<file path="config.mk">
export PLATFORM = sky130hd
export DESIGN_NAME = pc_stack_unit
export DESIGN_NICKNAME = d
export VERILOG_FILES = /design/src/rtl/cpu_pkg.sv /design/src/rtl/pc_stack_unit_ret_stack.sv /design/src/rtl/pc_stack_unit.sv
export SDC_FILE = /design/constraint.sdc
export NUM_CORES = 1
export LEC_CHECK = 0
export ABC_AREA = 1
export CAP_MARGIN = 10
export CORE_AREA = 8 8 68 94
export DETAILED_ROUTE_END_ITERATION = 10
export DIE_AREA = 0 0 76 102
export PLACE_DENSITY = 0.76
export SYNTH_ARGS = -nofsm -noshare
export SYNTH_HDL_FRONTEND = slang
export SYNTH_SLANG_ARGS = --single-unit
</file>
<file path="constraint.sdc">
create_clock -name clk -period 3.4 [get_ports clk]
set_input_delay 0.34 -clock clk [delete_from_list [all_inputs] [get_ports clk]]
set_output_delay 0.34 -clock clk [all_outputs]
set_load 0.01 [all_outputs]
</file>
<file path="src/rtl/cpu_pkg.sv">
// Shared CPU definitions: address width, reset vector and the PC operation encoding.
package cpu_pkg;

    localparam int unsigned ADDR_W = 9;
    localparam logic [ADDR_W-1:0] RESET_PC = 9'h000;

    // Resolved per-cycle program-counter operation.
    typedef enum logic [2:0] {
        PC_INC,
        PC_LOAD,
        PC_CALL,
        PC_RET,
        PC_SWAP
    } pc_op_t;

endpackage

</file>
<file path="src/rtl/pc_stack_unit_ret_stack.sv">
// Return-address LIFO: push, pop and swap-top, with its own over/underflow guards.
// The top entry is read combinationally so the PC can take it in the same cycle.
module ret_stack #(
    parameter int unsigned DEPTH = 4,
    parameter int unsigned W     = 9
) (
    input  logic                       clk,
    input  logic                       rst,
    input  logic                       push,
    input  logic                       pop,
    input  logic                       swap,
    input  logic [W-1:0]               wdata,
    output logic [W-1:0]               rdata,
    output logic [$clog2(DEPTH):0]     sp,
    output logic                       full,
    output logic                       empty
);
    import cpu_pkg::*;

    localparam int unsigned IW   = $clog2(DEPTH);
    localparam int unsigned SP_W = IW + 1;

    logic [W-1:0]    mem [DEPTH];
    logic [SP_W-1:0] sp_reg;
    logic [SP_W-1:0] sp_next;
    logic [IW-1:0]   wr_idx;
    logic [IW-1:0]   top_idx;
    logic            push_ok;
    logic            pop_ok;
    logic            swap_ok;

    assign full    = (sp_reg == SP_W'(DEPTH));
    assign empty   = (sp_reg == '0);
    assign push_ok = push && !full;
    assign pop_ok  = pop && !empty;
    assign swap_ok = swap && !empty;
    assign wr_idx  = sp_reg[IW-1:0];
    assign top_idx = IW'(sp_reg - SP_W'(1));
    assign rdata   = mem[top_idx];
    assign sp      = sp_reg;

    // Occupancy change: push and pop are never both requested by the top.
    always_comb begin
        sp_next = sp_reg;
        if (push_ok)
            sp_next = sp_reg + SP_W'(1);
        else if (pop_ok)
            sp_next = sp_reg - SP_W'(1);
    end

    // Occupancy register; contents beyond sp are unreachable so only sp is reset.
    always_ff @(posedge clk or posedge rst) begin
        if (rst)
            sp_reg <= '0;
        else
            sp_reg <= sp_next;
    end

    // Entry storage: push writes above the top, swap overwrites the top in place.
    always_ff @(posedge clk) begin
        if (push_ok)
            mem[wr_idx] <= wdata;
        else if (swap_ok)
            mem[top_idx] <= wdata;
    end

endmodule

</file>
<file path="src/rtl/pc_stack_unit.sv">
// Program counter with call/return stack. Decodes the control strobes into a
// single operation, then updates pc, the return stack and the sticky error flags.
module pc_stack_unit #(
    parameter int unsigned       ADDR_W   = cpu_pkg::ADDR_W,
    parameter int unsigned       DEPTH    = 4,
    parameter logic [ADDR_W-1:0] RESET_PC = ADDR_W'(cpu_pkg::RESET_PC)
) (
    input  logic                    clk,
    input  logic                    rst,
    input  logic                    en,
    input  logic                    load,
    input  logic [ADDR_W-1:0]       load_addr,
    input  logic                    call,
    input  logic                    ret,
    output logic [ADDR_W-1:0]       pc,
    output logic [$clog2(DEPTH):0]  sp,
    output logic                    stack_full,
    output logic                    stack_empty,
    output logic                    err_ovf,
    output logic                    err_unf
);
    import cpu_pkg::*;

    pc_op_t             op;
    logic [ADDR_W-1:0]  pc_reg;
    logic [ADDR_W-1:0]  pc_next;
    logic [ADDR_W-1:0]  pc_inc;
    logic [ADDR_W-1:0]  top_data;
    logic               push;
    logic               pop;
    logic               swap;
    logic               full;
    logic               empty;
    logic               ovf_reg;
    logic               ovf_next;
    logic               unf_reg;
    logic               unf_next;

    assign pc_inc = pc_reg + ADDR_W'(1);

    // Priority decode; call&ret on an empty stack degrades to a plain underflowing ret.
    always_comb begin
        op = PC_INC;
        if (call && ret)
            op = empty ? PC_RET : PC_SWAP;
        else if (ret)
            op = PC_RET;
        else if (call)
            op = PC_CALL;
        else if (load)
            op = PC_LOAD;
    end

    // Next pc, stack commands and error-flag set conditions; en=0 freezes everything.
    always_comb begin
        pc_next  = pc_reg;
        push     = 1'b0;
        pop      = 1'b0;
        swap     = 1'b0;
        ovf_next = ovf_reg;
        unf_next = unf_reg;
        if (en) begin
            case (op)
                PC_LOAD: pc_next = load_addr;
                PC_CALL: begin
                    if (full) begin
                        pc_next  = pc_inc;
                        ovf_next = 1'b1;
                    end else begin
                        pc_next = load_addr;
                        push    = 1'b1;
                    end
                end
                PC_RET: begin
                    if (empty) begin
                        pc_next  = pc_inc;
                        unf_next = 1'b1;
                    end else begin
                        pc_next = top_data;
                        pop     = 1'b1;
                    end
                end
                PC_SWAP: begin
                    pc_next = top_data;
                    swap    = 1'b1;
                end
                default: pc_next = pc_inc;
            endcase
        end
    end

    // Program counter and sticky error flags.
    always_ff @(posedge clk or posedge rst) begin
        if (rst) begin
            pc_reg  <= RESET_PC;
            ovf_reg <= 1'b0;
            unf_reg <= 1'b0;
        end else begin
            pc_reg  <= pc_next;
            ovf_reg <= ovf_next;
            unf_reg <= unf_next;
        end
    end

    ret_stack #(
        .DEPTH (DEPTH),
        .W     (ADDR_W)
    ) u_ret_stack (
        .clk   (clk),
        .rst   (rst),
        .push  (push),
        .pop   (pop),
        .swap  (swap),
        .wdata (pc_inc),
        .rdata (top_data),
        .sp    (sp),
        .full  (full),
        .empty (empty)
    );

    assign pc          = pc_reg;
    assign stack_full  = full;
    assign stack_empty = empty;
    assign err_ovf     = ovf_reg;
    assign err_unf     = unf_reg;

endmodule

</file>
==> out/results.txt, run 1 <==
The run gives 2.52 ns as the worst endpoint data arrival time. Number of distinct library cells after synthesis: 33. The remaining max-slew budget at the tightest pin was 0.512; the number of clock sinks seen by CTS was 50. The tools report the final wirelength as 6.09 mm. Setup violations remaining at the end of the flow were counted as 0. The run gives 0.529 as the starting utilization of the core area. On the worst path, the slowest cell contributes a delay of 0.57 ns.

After routing, the total negative slack on setup checks comes to 0 ns. After detailed routing, the number of remaining DRC violations is 0. Setup repair after global routing left no endpoint under its margin.

Across the run, the number of max-cap violations was 0. The run finished with clean final reports. The later pin in the worst-skew pair is clocked with a latency of 0.31 ns. The most prevalent standard cell on the critical path is inv_1. The die area came out at 7750 sq um. The clock skew after layout was 0.00778 ns.

After synthesis the cells add up to 2650 sq um. The leakage component of the power came out at 1.30 nW. The tree is rooted in a clkbuf_8. The H-tree depth is 2. The worst register-to-register path has a depth of 7. The critical path goes through inv_1 -> buf_4 -> ha_1 -> inv_1 -> o21ai_2 -> inv_2 -> nor2_1. The ratio of final minimum period to clock period was 0.757; the length of the first detailed-routing pass in iterations was 4. On the critical path, the stage with the largest delay is an instance of nor2_1. The first global-routing pass estimated 10.0 mm of wire.

The horizontal die dimension is 76 um. Along the worst path, the maximum fanout reaches 21. The worst setup path is captured at a register. The largest net degree at the start of global routing is 23. The detailed router finished its first iteration with 209 violations. The site row count came out at 31. The worst setup path is launched from a register.

The detail route stage leaves a number of antenna-violating nets equal to 0. After legalization and detailed placement, the total HPWL measured 4.69 mm. In the final routed layout, each cell accounts on average for 15.6 um. The initial antenna violation count came out at 0. The number of flops mapped to enable cells by yosys is 36, and the count of pins over their slew limit is 0.

The mean instance size in the synthesized netlist works out to 9.10 sq um. For this run, the leading register cell type out of synthesis is edfxtp_1. The cell count after synthesis came out at 291.

The category of the critical setup timing path is register to register. Leaving out filler cells and counting taps, the final layout contains 389. For this run, the top clock speed supported by timing is 389 MHz.

After the last flow step, the layout net total stands at 341. Global routing finished with a remaining overflow of 0. The clock slew at the register clock pins of the worst setup and hold paths is 0.09 ns, and the worst path required time is 3.35 ns. The congestion estimate from routability-driven global placement came to 0.897. The number of input and output port buffers inserted came out at 30. The async set-reset flop share out of synthesis works out to 0.280.

The logs give 5000 sq um for the core footprint and 310 for the post-synth net total. After clock tree synthesis, the repair step resized 0 gates. The run gives 31 as the I/O pin total. The number of clock buffers added by TritonCTS is 5.

Buffers added to address setup during post-CTS repair amount to 0. The clock period could shrink to 2.57 ns. The via count of the first global-routing pass is 2056. The number of failing hold endpoints at the final stage is 0. Using the TritonRoute via totals, the vias-per-cell ratio works out to 5.23. For this design, the CTS-stage hold fixing added 0 buffers.

The power per standard cell area is 881 nW/um^2, and the number of synthesized register bits is 50. The worst min-delay path category is input port to asynchronous set/reset pin. The transition time at the pin with the least slew margin came out at 0.729 ns.

The buffer depth of the longest clock path was 2; the flip-flop count of the largest register after layout was 36. The die is 102 um tall. The logs give 0.541 for the sequential element share of the synthesized area and 0 for the number of diodes added for antenna fixing.

The placed cell count was 381; the fraction of final layout cells with drive strength greater than 1 was 0.118. The tools report the aggregate global-route resource usage as 0.167. The number of warnings reported in the yosys synthesis log was 0.

The worst-case IR drop observed on VDD is 0.000602 V. The post-synthesis to final-layout area growth is 17.7%, and the total number of vias is 2034. TritonCTS built the clock tree.
[cell usage in the layout (no fill, tap or decap), drive strengths merged, types with 5 or more instances in the layout]
cell	synthesis	final
nand3	39	39
inv	24	25
edfxtp	36	36
clkdlybuf4s50	0	30
clkbuf	1	5
xor2	6	6
nor2	37	37
dfrtp	14	14
a21oi	5	5
nand4	8	8
nand2	91	91
o21ai	9	9
[metrics by stage]
stage / hold WS (ns) / power (mW) / instance area (sq um) / util / setup WS [ns]
floorplan: 0.229 / 1.85 / 2650 / - / 1.24
global placement: 0.463 / 2.31 / 3000 / 0.600 / 0.908
detailed placement: 0.466 / 2.33 / 3000 / 0.600 / 0.850
CTS: 0.398 / 2.75 / 3120 / 0.623 / 0.838
global route: 0.453 / 2.94 / 3120 / 0.623 / 0.673
finish: 0.377 / 2.75 / 3120 / 0.623 / 0.828
[cells in the mapped netlist (all sizes together) (3+ instances only)]
master  number  share of area
a21oi        5          0.015
and2         4         0.0095
buf          8          0.017
dfrtp       14           0.13
edfxtp      36           0.41
ha           4          0.019
inv         24          0.035
nand2       91           0.13
nand3       39          0.092
nand4        8          0.021
nor2        37          0.062
o21ai        9          0.018
o21bai       3         0.0085
xor2         6          0.023
[power breakdown]
group | leakage (nW) | switching (mW) | internal, mW | total [mW]
Sequential | 0.489 | 0.125 | 0.877 | 1.00
Clock | 0.0585 | 0.197 | 0.220 | 0.418
Combinational | 0.753 | 0.834 | 0.493 | 1.33
[path summary, 6_finish.rpt]
path	to	start	slack (ns)
worst max-delay path	u_ret_stack.mem[0][7]	u_ret_stack.sp[0]	0.83
worst min-delay path	pc[8]	rst	0.38
worst max register to register	u_ret_stack.mem[0][7]	u_ret_stack.sp[0]	0.83
worst min register to register	err_ovf	err_ovf	0.48
max in group asynchronous	pc[3]	rst	2.64
min in group clk	err_ovf	err_ovf	0.48
[worst max-delay path, delay by kind of cell, from the launching register on]
family                     cells  cell delay, ns
buffers and inverters          4            0.53
DFF                            1            0.35
adders and majority gates      1            0.50
AOI/OAI and AO/OA              1            0.25
and+or+nand+nor                1            0.57
[layer usage]
layer / vias up / track usage / routed length, um / part of all wire
li1: 1018 / - / - / -
met1: 926 / 0.188 / 2480 / 0.41
met3: 17 / 0.0387 / 355 / 0.058
met4: 0 / 0.103 / 241 / 0.040
met5: - / 0 / 0 / 0
met2: 73 / 0.281 / 3010 / 0.49
[cells by family after synthesis]
kind of cell	after synthesis	synth area share
AO/OA/AOI/OAI	17	0.0421
XOR/XNOR	7	0.0260
adder cells (fa/ha/maj)	4	0.0189
buffers and inverters	34	0.0548
flip-flops	50	0.541
AND/OR/NAND/NOR	179	0.318
[final cells by class]
type                       count  area [sq um]
clock buffer                   5          68.8
clock inverter                 3          43.8
sequential                    50          1430
inverter                      25          96.3
multi-input combinational    207          1070
tap                           66          82.6
timing repair buffer          33           323
fill                         419          1890
No activity file was read; power rests on OpenSTA's default activity.
==> run 2, diff against run 1 <==
Clock period 3.4 ns to 2.6 ns, I/O delays scaled along.
==> run 2 against run 1 <==
- die area unchanged
- via count down 0.88%
- sequential power up 31%
- combinational power up 32%
- utilization up 0.53 points
- clock power up 28%
- final area up 0.84%
- first-iteration DRC count down 25%
- sequential share of layout area down 0.38 points
- flip-flop and latch count unchanged
==> out/results.txt, run 2 (synthesis results as in run 1) <==
The category of the critical setup timing path is register to primary output. The tools report the die area as 7750 sq um (unchanged). Category of the worst setup path launch point: a register. The maximum frequency from static timing analysis was 462 MHz; the total of cells resized after clock tree synthesis was 0 (unchanged).

The clock skew after layout was 0.0121 ns (+0.00432 ns); the post-synthesis to final-layout area growth was 18.7%. The global-route wire length before repair is 10.0 mm (-0.34%). In the layout the commonest cells are 89 x nand2_1, 36 x edfxtp_1, 34 x nor2_1. Number of fillers in the final layout: 414 (-1.2%).

The leakage component of the power was 1.32 nW (+1.6%); the fraction of final layout cells with drive strength greater than 1 was 0.128 (+0.0108). The starting utilization of the core area was 0.529 (unchanged). Aggregate negative setup slack: 0 ns (unchanged). The post-layout minimum cycle time works out to 2.17 ns. Highest-delay cell along the critical path: clkdlybuf4s50_1. The signal on the critical path passes through inv_1 -> ha_1 -> nand2_1 -> inv_1 -> clkdlybuf4s50_1. The initial antenna violation count is 0 (unchanged), and the die height is 102 um (unchanged).

The logs give 6.23 mm (+2.3%) for the final wirelength and 2 (unchanged) for the H-tree depth. The worst-path maximum fanout is 4 (-81%). For the total non-filler cell area in the finished layout, the log shows 3140 sq um (+0.84%). Maximum single-stage delay on the critical path: 0.56 ns (about the same). TritonCTS built the clock tree. The average wire per standard cell was 15.8 um (+1.3%); the hold-fix buffer count after cts was 0 (unchanged). The tools report the buffer depth of the longest clock path as 2 (unchanged). Setup repair after global routing left no endpoint under its margin. The worst endpoint data arrival time is 1.91 ns (-0.61 ns), and the aggregate global-route resource usage is 0.163 (-0.00318). The horizontal die dimension is 76 um (unchanged).

The placer congestion estimate is 0.912 (+1.7%). The count of pins over their slew limit is 0 (unchanged). The flow ran to the end, and the final reports show no timing, DRC or antenna violations. The logs give 3.60 mW (+31%) for the sum of internal, switching and leakage power and 2.34 ns (-1.01 ns) for the worst path required time. The core footprint was 5000 sq um (unchanged). The transition time at the pin with the least slew margin came out at 0.605 ns (-0.124 ns).

The clock slew at the register clock pins of the worst setup and hold paths came out at 0.09 ns (about the same). The via count of the first global-routing pass was 2016 (-1.9%); the remaining max-slew budget at the tightest pin was 0.596 (+0.0839). The total congestion overflow came out at 0 (unchanged).

The tools report the endpoint kind of the worst setup timing path as a primary output. The number of diodes added for antenna fixing is 0 (unchanged), and the number of maximum-capacitance constraint violations is 0 (unchanged). For the length of the first detailed-routing pass in iterations, the log shows 4 (unchanged). For the number of clock sinks seen by CTS, the log shows 50 (unchanged).

For the TritonCTS buffer count, the log shows 5 (unchanged). The most prevalent standard cell on the critical path was inv_1. The flip-flop count of the largest register after layout works out to 36 (unchanged). First-iteration detailed-routing DRC count: 156 (-25%). The maximum resistive drop on vdd was 0.000614 V (+1.9%). The worst path buffer plus inverter count is 3 (-1), and the site row count is 31 (unchanged). The power per standard cell area is 1140 nW/um^2 (+30%). The run gives 0 (unchanged) as the residual antenna-violating net count after detailed routing. The post-placement cell area was 3030 sq um (+1.0%); the post-detailed-route via-to-cell ratio was 5.13 (-1.9%). In this run the worst hold path is classified as input port to asynchronous set/reset pin. The largest net degree at the start of global routing was 23 (unchanged). In this run the worst setup path begins at u_ret_stack.sp[1].

The insertion delay to the later sink of the worst-skew pair was 0.30 ns (about the same). The final routed DRC violation total is 0 (unchanged). The tools report the root buffer cell as clkbuf_8. Buffers inserted during post-CTS setup optimization: 0 (unchanged). The half-perimeter wire length after placement was 4.76 mm (+1.6%).

The most common library cell in the layout ignoring fill and taps is nand2_1. Kind of cell adding the most delay to the critical path: buffers and inverters. The I/O pin total was 31 (unchanged).

The tools report the startpoint of the most critical register-to-register path as u_ret_stack.sp[1]. The setup-violating endpoint count in the final report was 0 (unchanged); the number of input and output port buffers inserted was 30 (unchanged). For the net count of the finished layout, the log shows 345 (+1.2%). The ratio of final minimum period to clock period came out at 0.833. Number of failing hold endpoints at the final stage: 0 (unchanged). The run gives 2016 (-0.88%) as the total number of vias.
run 2: changes by cell type in the layout (fill, tap and decap cells not counted):
| cell | previous run | this run |
|---|---|---|
| buf_4 | 3 | 7 |
| clkinv_2 | 1 | 2 |
| inv_6 | 1 | 0 |
run 2: path summary, 6_finish.rpt:
check	slack (ns)	endpoint	depth (start not counted)
hold / removal	0.32	pc[3]	2
max in group asynchronous	1.88	u_ret_stack.sp[0]	2
min in group clk	0.49	err_unf	1
hold reg to reg	0.49	err_unf	1
setup reg to reg	0.51	u_ret_stack.mem[0][8]	7
setup / recovery	0.43	stack_full	5
run 2: cell type report:
cell class                      count  area [sq um]  area share
Sequential cell                    50          1430       0.455
Clock inverter                      3          40.0      0.0127
Inverter                           25          96.3      0.0307
Multi-Input combinational cell    207          1070       0.341
Clock buffer                        5          68.8      0.0219
Tap cell                           66          82.6      0.0263
Timing Repair Buffer               37           353       0.112
run 2: metal layers:
metal | vias to the layer above | share of wire | track usage | wire [um]
li1 | 1023 | - | - | -
met1 | 926 | 0.41 | 0.191 | 2550
met2 | 61 | 0.53 | 0.296 | 3280
met3 | 6 | 0.051 | 0.0264 | 319
met4 | 0 | 0.013 | 0.0561 | 79
met5 | - | 0 | 0 | 0
run 2: report_power, final:
part	switching, mW	internal, mW
logic	1.10	0.656
clock network	0.252	0.283
registers	0.161	1.15
run 2: stage by stage:
stage / util / hold slack [ns] / instances / setup WS (ns)
floorplan: - / 0.149 / 291 / 0.436
global placement: 0.606 / 0.463 / 385 / 0.586
detailed placement: 0.606 / 0.471 / 385 / 0.511
CTS: 0.628 / 0.339 / 393 / 0.427
global route: 0.628 / 0.386 / 393 / 0.347
finish: 0.628 / 0.317 / 393 / 0.434
